`config.mk`:
```
export PLATFORM = sky130hd
export DESIGN_NAME = pa_fpu_frbus_flat
export DESIGN_NICKNAME = d
export VERILOG_FILES = /design/src/rtl/pa_fpu_frbus_if.sv /design/src/rtl/pa_fpu_frbus.sv /design/src/flat_wrapper.sv
export SDC_FILE = /design/constraint.sdc
export NUM_CORES = 1
export LEC_CHECK = 0
export ABC_CLOCK_PERIOD_IN_PS = 1100
export CAP_MARGIN = 20
export CORE_AREA = 10 10 112 114
export DETAILED_ROUTE_END_ITERATION = 10
export DIE_AREA = 0 0 122 124
export DONT_BUFFER_PORTS = 1
export HOLD_SLACK_MARGIN = 0.06
export PLACE_DENSITY = 0.62
export SYNTH_ARGS = -nofsm -noshare
export SYNTH_HDL_FRONTEND = slang
export SYNTH_HIERARCHICAL = 1
export SYNTH_SLANG_ARGS = --single-unit
```
`constraint.sdc`:
```
create_clock -name vclk -period 1.1
set_clock_uncertainty 0.05 [all_clocks]
set_input_delay 0.11 -clock vclk [all_inputs]
set_output_delay 0.11 -clock vclk [all_outputs]
set_load 0.01 [all_outputs]
```
`src/rtl/pa_fpu_frbus_if.sv`:
```
// FPU result-bus handshake bundle between the pipeline control
// (master) and the result-bus arbiter / write-back register (slave).
interface pa_fpu_frbus_if #(
   parameter int DATA_WIDTH  = 64,
   parameter int PREG_WIDTH  = 5,
   parameter int FFLAG_WIDTH = 5
);
   logic                   ctrl_frbus_ex2_wb_req;
   logic                   ctrl_frbus_ex3_wb_req;
   logic                   ctrl_frbus_ex4_wb_req;
   logic [DATA_WIDTH-1:0]  ex2_frbus_data;
   logic [DATA_WIDTH-1:0]  ex3_frbus_data;
   logic [DATA_WIDTH-1:0]  ex4_frbus_data;
   logic [PREG_WIDTH-1:0]  ex2_frbus_preg;
   logic [PREG_WIDTH-1:0]  ex3_frbus_preg;
   logic [PREG_WIDTH-1:0]  ex4_frbus_preg;
   logic [FFLAG_WIDTH-1:0] ex2_frbus_fflags;
   logic [FFLAG_WIDTH-1:0] ex3_frbus_fflags;
   logic [FFLAG_WIDTH-1:0] ex4_frbus_fflags;
   logic                   rf_frbus_wb_ready;
   logic                   frbus_ctrl_ex2_wb_grant;
   logic                   frbus_ctrl_ex3_wb_grant;
   logic                   frbus_ctrl_ex4_wb_grant;
   logic                   frbus_rf_wb_vld;
   logic [DATA_WIDTH-1:0]  frbus_rf_wb_data;
   logic [PREG_WIDTH-1:0]  frbus_rf_wb_preg;
   logic [FFLAG_WIDTH-1:0] frbus_rf_wb_fflags;
   logic                   frbus_fpu_no_op;

   modport master (
      output ctrl_frbus_ex2_wb_req, ctrl_frbus_ex3_wb_req,
             ctrl_frbus_ex4_wb_req,
             ex2_frbus_data, ex3_frbus_data, ex4_frbus_data,
             ex2_frbus_preg, ex3_frbus_preg, ex4_frbus_preg,
             ex2_frbus_fflags, ex3_frbus_fflags, ex4_frbus_fflags,
             rf_frbus_wb_ready,
      input  frbus_ctrl_ex2_wb_grant, frbus_ctrl_ex3_wb_grant,
             frbus_ctrl_ex4_wb_grant,
             frbus_rf_wb_vld, frbus_rf_wb_data, frbus_rf_wb_preg,
             frbus_rf_wb_fflags, frbus_fpu_no_op
   );

   modport slave (
      input  ctrl_frbus_ex2_wb_req, ctrl_frbus_ex3_wb_req,
             ctrl_frbus_ex4_wb_req,
             ex2_frbus_data, ex3_frbus_data, ex4_frbus_data,
             ex2_frbus_preg, ex3_frbus_preg, ex4_frbus_preg,
             ex2_frbus_fflags, ex3_frbus_fflags, ex4_frbus_fflags,
             rf_frbus_wb_ready,
      output frbus_ctrl_ex2_wb_grant, frbus_ctrl_ex3_wb_grant,
             frbus_ctrl_ex4_wb_grant,
             frbus_rf_wb_vld, frbus_rf_wb_data, frbus_rf_wb_preg,
             frbus_rf_wb_fflags, frbus_fpu_no_op
   );
endinterface

```
`src/rtl/pa_fpu_frbus.sv`:
```
// FPU result-bus arbiter: oldest-first grant among EX4/EX3/EX2 and a
// single-entry write-back register with valid/ready toward the FPR file.
module gated_clk_cell (
   input  logic clk_in,
   input  logic global_en,
   input  logic module_en,
   input  logic local_en,
   input  logic external_en,
   input  logic pad_yy_icg_scan_en,
   output logic clk_out
);
   logic en_bf_latch;
   logic en_af_latch;

   assign en_bf_latch = (global_en && (module_en || local_en)) || external_en;

   // Enable latch is transparent while the clock is low, so clk_out is glitch-free.
   always_latch begin
      if (!clk_in) en_af_latch = en_bf_latch || pad_yy_icg_scan_en;
   end

   assign clk_out = clk_in && en_af_latch;
endmodule

module pa_fpu_frbus #(
   parameter int DATA_WIDTH  = 64,
   parameter int PREG_WIDTH  = 5,
   parameter int FFLAG_WIDTH = 5
) (
   input  logic forever_cpuclk,
   input  logic cpurst_b,
   input  logic cp0_yy_clk_en,
   input  logic cp0_fpu_icg_en,
   input  logic pad_yy_icg_scan_en,
   pa_fpu_frbus_if.slave bus
);
   logic                   req2, req3, req4;
   logic                   any_req;
   logic                   wb_free;
   logic                   gnt2, gnt3, gnt4;
   logic                   any_gnt;
   logic                   local_en;
   logic                   frbus_clk;
   logic                   wb_vld_q, wb_vld_d;
   logic [DATA_WIDTH-1:0]  wb_data_q, wb_data_d;
   logic [PREG_WIDTH-1:0]  wb_preg_q, wb_preg_d;
   logic [FFLAG_WIDTH-1:0] wb_fflags_q, wb_fflags_d;

   assign req2    = bus.ctrl_frbus_ex2_wb_req;
   assign req3    = bus.ctrl_frbus_ex3_wb_req;
   assign req4    = bus.ctrl_frbus_ex4_wb_req;
   assign any_req = req2 || req3 || req4;

   // Grants are masked during reset so nothing is handed out before the register exists.
   assign wb_free = !wb_vld_q || bus.rf_frbus_wb_ready;
   assign gnt4    = cpurst_b && wb_free && req4;
   assign gnt3    = cpurst_b && wb_free && req3 && !req4;
   assign gnt2    = cpurst_b && wb_free && req2 && !req4 && !req3;
   assign any_gnt = gnt2 || gnt3 || gnt4;

   assign local_en = any_req || wb_vld_q;

   gated_clk_cell x_frbus_gated_clk (
      .clk_in             (forever_cpuclk),
      .global_en          (cp0_yy_clk_en),
      .module_en          (cp0_fpu_icg_en),
      .local_en           (local_en),
      .external_en        (1'b0),
      .pad_yy_icg_scan_en (pad_yy_icg_scan_en),
      .clk_out            (frbus_clk)
   );

   // Next state: load the winner, otherwise hold payload; valid persists only while stalled.
   always_comb begin
      wb_vld_d    = any_gnt || (wb_vld_q && !bus.rf_frbus_wb_ready);
      wb_data_d   = wb_data_q;
      wb_preg_d   = wb_preg_q;
      wb_fflags_d = wb_fflags_q;
      unique case (1'b1)
         gnt4: begin
            wb_data_d   = bus.ex4_frbus_data;
            wb_preg_d   = bus.ex4_frbus_preg;
            wb_fflags_d = bus.ex4_frbus_fflags;
         end
         gnt3: begin
            wb_data_d   = bus.ex3_frbus_data;
            wb_preg_d   = bus.ex3_frbus_preg;
            wb_fflags_d = bus.ex3_frbus_fflags;
         end
         gnt2: begin
            wb_data_d   = bus.ex2_frbus_data;
            wb_preg_d   = bus.ex2_frbus_preg;
            wb_fflags_d = bus.ex2_frbus_fflags;
         end
         default: ;
      endcase
   end

   // Write-back register on the gated clock; async reset drops any held entry.
   always_ff @(posedge frbus_clk or negedge cpurst_b) begin
      if (!cpurst_b) begin
         wb_vld_q    <= 1'b0;
         wb_data_q   <= '0;
         wb_preg_q   <= '0;
         wb_fflags_q <= '0;
      end else begin
         wb_vld_q    <= wb_vld_d;
         wb_data_q   <= wb_data_d;
         wb_preg_q   <= wb_preg_d;
         wb_fflags_q <= wb_fflags_d;
      end
   end

   assign bus.frbus_ctrl_ex2_wb_grant = gnt2;
   assign bus.frbus_ctrl_ex3_wb_grant = gnt3;
   assign bus.frbus_ctrl_ex4_wb_grant = gnt4;
   assign bus.frbus_rf_wb_vld         = wb_vld_q;
   assign bus.frbus_rf_wb_data        = wb_data_q;
   assign bus.frbus_rf_wb_preg        = wb_preg_q;
   assign bus.frbus_rf_wb_fflags      = wb_fflags_q;
   assign bus.frbus_fpu_no_op         = !cpurst_b || (!wb_vld_q && !any_req);

   a_gnt_onehot0: assert property (
      @(posedge forever_cpuclk) disable iff (!cpurst_b)
      $onehot0({gnt4, gnt3, gnt2}));

   a_no_gnt_stall: assert property (
      @(posedge forever_cpuclk) disable iff (!cpurst_b)
      (wb_vld_q && !bus.rf_frbus_wb_ready) |-> !any_gnt);
endmodule

```
`src/flat_wrapper.sv`:
```
// flat-port wrapper written by rule: the top's interface ports become plain ports
module pa_fpu_frbus_flat 
#(
   parameter int DATA_WIDTH  = 64,
   parameter int PREG_WIDTH  = 5,
   parameter int FFLAG_WIDTH = 5
)
  (forever_cpuclk, cpurst_b, cp0_yy_clk_en, cp0_fpu_icg_en, pad_yy_icg_scan_en, bus_ctrl_frbus_ex2_wb_req, bus_ctrl_frbus_ex3_wb_req, bus_ctrl_frbus_ex4_wb_req, bus_ex2_frbus_data, bus_ex3_frbus_data, bus_ex4_frbus_data, bus_ex2_frbus_preg, bus_ex3_frbus_preg, bus_ex4_frbus_preg, bus_ex2_frbus_fflags, bus_ex3_frbus_fflags, bus_ex4_frbus_fflags, bus_rf_frbus_wb_ready, bus_frbus_ctrl_ex2_wb_grant, bus_frbus_ctrl_ex3_wb_grant, bus_frbus_ctrl_ex4_wb_grant, bus_frbus_rf_wb_vld, bus_frbus_rf_wb_data, bus_frbus_rf_wb_preg, bus_frbus_rf_wb_fflags, bus_frbus_fpu_no_op);
  pa_fpu_frbus_if #(.DATA_WIDTH(DATA_WIDTH), .PREG_WIDTH(PREG_WIDTH), .FFLAG_WIDTH(FFLAG_WIDTH)) bus_i ();
  input  logic forever_cpuclk;
  input  logic cpurst_b;
  input  logic cp0_yy_clk_en;
  input  logic cp0_fpu_icg_en;
  input  logic pad_yy_icg_scan_en;
  input wire logic [$bits(bus_i.ctrl_frbus_ex2_wb_req)-1:0] bus_ctrl_frbus_ex2_wb_req;
  input wire logic [$bits(bus_i.ctrl_frbus_ex3_wb_req)-1:0] bus_ctrl_frbus_ex3_wb_req;
  input wire logic [$bits(bus_i.ctrl_frbus_ex4_wb_req)-1:0] bus_ctrl_frbus_ex4_wb_req;
  input wire logic [$bits(bus_i.ex2_frbus_data)-1:0] bus_ex2_frbus_data;
  input wire logic [$bits(bus_i.ex3_frbus_data)-1:0] bus_ex3_frbus_data;
  input wire logic [$bits(bus_i.ex4_frbus_data)-1:0] bus_ex4_frbus_data;
  input wire logic [$bits(bus_i.ex2_frbus_preg)-1:0] bus_ex2_frbus_preg;
  input wire logic [$bits(bus_i.ex3_frbus_preg)-1:0] bus_ex3_frbus_preg;
  input wire logic [$bits(bus_i.ex4_frbus_preg)-1:0] bus_ex4_frbus_preg;
  input wire logic [$bits(bus_i.ex2_frbus_fflags)-1:0] bus_ex2_frbus_fflags;
  input wire logic [$bits(bus_i.ex3_frbus_fflags)-1:0] bus_ex3_frbus_fflags;
  input wire logic [$bits(bus_i.ex4_frbus_fflags)-1:0] bus_ex4_frbus_fflags;
  input wire logic [$bits(bus_i.rf_frbus_wb_ready)-1:0] bus_rf_frbus_wb_ready;
  output wire logic [$bits(bus_i.frbus_ctrl_ex2_wb_grant)-1:0] bus_frbus_ctrl_ex2_wb_grant;
  output wire logic [$bits(bus_i.frbus_ctrl_ex3_wb_grant)-1:0] bus_frbus_ctrl_ex3_wb_grant;
  output wire logic [$bits(bus_i.frbus_ctrl_ex4_wb_grant)-1:0] bus_frbus_ctrl_ex4_wb_grant;
  output wire logic [$bits(bus_i.frbus_rf_wb_vld)-1:0] bus_frbus_rf_wb_vld;
  output wire logic [$bits(bus_i.frbus_rf_wb_data)-1:0] bus_frbus_rf_wb_data;
  output wire logic [$bits(bus_i.frbus_rf_wb_preg)-1:0] bus_frbus_rf_wb_preg;
  output wire logic [$bits(bus_i.frbus_rf_wb_fflags)-1:0] bus_frbus_rf_wb_fflags;
  output wire logic [$bits(bus_i.frbus_fpu_no_op)-1:0] bus_frbus_fpu_no_op;
  assign bus_i.ctrl_frbus_ex2_wb_req = bus_ctrl_frbus_ex2_wb_req;
  assign bus_i.ctrl_frbus_ex3_wb_req = bus_ctrl_frbus_ex3_wb_req;
  assign bus_i.ctrl_frbus_ex4_wb_req = bus_ctrl_frbus_ex4_wb_req;
  assign bus_i.ex2_frbus_data = bus_ex2_frbus_data;
  assign bus_i.ex3_frbus_data = bus_ex3_frbus_data;
  assign bus_i.ex4_frbus_data = bus_ex4_frbus_data;
  assign bus_i.ex2_frbus_preg = bus_ex2_frbus_preg;
  assign bus_i.ex3_frbus_preg = bus_ex3_frbus_preg;
  assign bus_i.ex4_frbus_preg = bus_ex4_frbus_preg;
  assign bus_i.ex2_frbus_fflags = bus_ex2_frbus_fflags;
  assign bus_i.ex3_frbus_fflags = bus_ex3_frbus_fflags;
  assign bus_i.ex4_frbus_fflags = bus_ex4_frbus_fflags;
  assign bus_i.rf_frbus_wb_ready = bus_rf_frbus_wb_ready;
  assign bus_frbus_ctrl_ex2_wb_grant = bus_i.frbus_ctrl_ex2_wb_grant;
  assign bus_frbus_ctrl_ex3_wb_grant = bus_i.frbus_ctrl_ex3_wb_grant;
  assign bus_frbus_ctrl_ex4_wb_grant = bus_i.frbus_ctrl_ex4_wb_grant;
  assign bus_frbus_rf_wb_vld = bus_i.frbus_rf_wb_vld;
  assign bus_frbus_rf_wb_data = bus_i.frbus_rf_wb_data;
  assign bus_frbus_rf_wb_preg = bus_i.frbus_rf_wb_preg;
  assign bus_frbus_rf_wb_fflags = bus_i.frbus_rf_wb_fflags;
  assign bus_frbus_fpu_no_op = bus_i.frbus_fpu_no_op;
  pa_fpu_frbus #(.DATA_WIDTH(DATA_WIDTH), .PREG_WIDTH(PREG_WIDTH), .FFLAG_WIDTH(FFLAG_WIDTH)) u_core (.forever_cpuclk(forever_cpuclk), .cpurst_b(cpurst_b), .cp0_yy_clk_en(cp0_yy_clk_en), .cp0_fpu_icg_en(cp0_fpu_icg_en), .pad_yy_icg_scan_en(pad_yy_icg_scan_en), .bus(bus_i));
endmodule
```
==> results_dict.tcl <==
set metrics [dict create \
    fp.dieH_um 124 \
    drc 0 \
    cts_setup_buffers 0 \
    vias_per_cell 6.72 \
    hpwl_mm 11.4 \
    hold_path_startpoint "cpurst_b" \
    finalSetupTns_ns 0 \
    slowest_delay_ns 0.20 \
    drtIter0Drc 201 \
    regArea_mm2 0.00189 \
    status "finished clean" \
    wirelength_mm 15.0 \
    crit_family "simple AND/OR/NAND/NOR gates" \
    avgSynthCellArea_um2 10.5 \
    rsz0062_at_grt "false" \
    cts_hold_buffers 0 \
    worst_setup_path_start_kind "input port" \
    io_pins 310 \
    gp_congestion 0.851 \
    max-vdd-ir-drop_mv 0.291 \
    num_vias 3596 \
    grt_pass1_vias 3784 \
    crit_end "bus_frbus_ctrl_ex2_wb_grant" \
    p_per_area_mw_per_mm2 310 \
    min_path_type "in2out" \
    drt-wirelength-per-cell_um 28.1 \
    synthDistinctLibCells 22 \
    initial_core_util 0.454 \
    critPathBufInv 0 \
    finalSetupViolations 0 \
    critPathSlowestCell "and2_1" \
    cp_max_fo 4 \
    yosys_warnings 6 \
    drive_above_1_share 0.180 \
    tightestPinTransition_ns 0.764 \
    core_region_area_mm2 0.0102 \
    io_buffers 0 \
    grt.overflow.total 0 \
    multi_input_area_mm2 0.00245 \
    fmax_mhz 1280 \
    relSlewSlack 0.491 \
    slew_viol_final 0 \
    critical_path_class "in2out" \
    cp.depth 3 \
    post_cts_resized 0 \
    crit_chain "nand2b_1, nor2_4, and2_1" \
    synth_largest_area_cell "dfrtp_1" \
    syn_inst 441 \
    n_antenna_cell 0 \
    ys_seq_elements 76 \
    area_delta_synth_final_pct -1.10 \
    antenna_left 0 \
    setup.worst_path.end_class "output pin" \
    grt_max_degree 79 \
    grtUsageTotal 0.172 \
    async_reset_ff_frac 0.987 \
    syn_area_mm2 0.00465 \
    fp.dieW_um 122 \
    arrival_ns 0.62 \
    leakagePower_nw 1.74 \
    synth_most_common_cell "nand2_1" \
    untimed_endpoints 151 \
    die_area_mm2 0.0151 \
    rows 37 \
    yosys.area.top_type_share 0.404 \
    cp-startpoint "bus_ctrl_frbus_ex4_wb_req" \
    cap_violations 0 \
    worst_ep_required_time_ns 0.94 \
    period_share 0.710 \
    period_minus_slack_ns 0.781 \
    pre_cts_slack_ns 0.306 \
    nFillCells 989 \
    synthesis.nets 672 \
    grt_pass1_wl_mm 21.7 \
    synth_common_cells "nand2_1, dfrtp_1, a22o_1" \
    fin_ws_ns 0.319 \
    synthTopCellsByArea "dfrtp_1, a2bb2oi_2, a22o_1, o21ai_0, nand2_1" \
    final_nets 632 \
    synth_ff_type "dfrtp_1" \
    drtPass1Iterations 6 \
    unclocked_pins 76 \
    hold_violations 0 \
    synth-edff-count 0 \
    grt_antenna_before_repair 0 \
]
## flip-flops by register name (all words and copies together) (netlist names)
name                                  count
u_core/bus.frbus_rf_wb_preg               5
u_core/bus.frbus_rf_wb_data              64
u_core/bus.frbus_rf_wb_fflags             5
u_core/bus.frbus_rf_wb_vld                1
u_core/x_frbus_gated_clk/en_af_latch      1
## placed cells by master (no fill, tap or decap)
master,synthesis,final
dfrtp_1,75,75
nand3_2,0,1
and2_1,3,2
a22o_1,74,74
nand2_4,1,1
a2bb2oi_2,60,60
nand2_1,77,77
nand2b_1,2,2
buf_12,7,1
a2bb2oi_1,14,14
o21ai_0,67,67
nor2_1,4,3
o21ai_1,8,8
and2_2,0,1
conb_1,1,1
inv_1,1,1
or3_4,1,1
nor2_4,0,1
buf_16,0,1
nor2b_4,0,1
buf_4,2,4
nand3_1,2,1
dlxtn_1,1,1
nor2b_1,2,1
## power by group
group          internal, W  switching (W)  total [W]
clock                    0              0          0
combinational     0.000545       0.000558    0.00110
sequential        0.000207       0.000116   0.000323
total             0.000752       0.000674    0.00143
## through the flow
stage / instance area (µm²) / util / hold WS (ns) / power, W / cells
after global placement: 4550 / 0.445 / 0.273 / 0.00140 / 533
after CTS: 4600 / 0.449 / 0.283 / 0.00144 / 535
after floorplan: 4650 / - / 0.236 / 0.00135 / 441
final: 4600 / 0.449 / 0.281 / 0.00143 / 535
after detailed placement: 4600 / 0.449 / 0.284 / 0.00144 / 535
after global routing: 4600 / 0.449 / 0.285 / 0.00153 / 535
## layout make-up
| type | count | area share |
|---|---|---|
| tap | 136 | 0.0370 |
| sequential | 76 | 0.412 |
| timing repair buffer | 6 | 0.0169 |
| inverter | 1 | 0.000817 |
| multi-input combinational | 316 | 0.534 |
## worst min-delay path by stage
stage,to,slack [ns],depth (start not counted)
after global routing,bus_frbus_fpu_no_op,0.28,1
after CTS,bus_frbus_fpu_no_op,0.28,1
after global placement,bus_frbus_fpu_no_op,0.27,1
after floorplan,bus_frbus_fpu_no_op,0.24,1
after detailed placement,bus_frbus_fpu_no_op,0.28,1
final,bus_frbus_fpu_no_op,0.28,1
## metal layers
| metal | part of all wire | up-vias | global-route usage |
|---|---|---|---|
| met3 | 0.12 | 18 | 0.0575 |
| met1 | 0.35 | 1783 | 0.193 |
| li1 | - | 1568 | - |
| met4 | 0.013 | 0 | 0.0209 |
| met5 | 0 | - | 0 |
| met2 | 0.52 | 227 | 0.316 |
## logic make-up after synthesis
| family | synth area share |
|---|---|
| latches | 0.00323 |
| flops | 0.404 |
| other cells | 0.000807 |
| simple gates | 0.0819 |
| buf+inv | 0.0697 |
| compound gates | 0.440 |
Power figures use the tool's default switching activity.
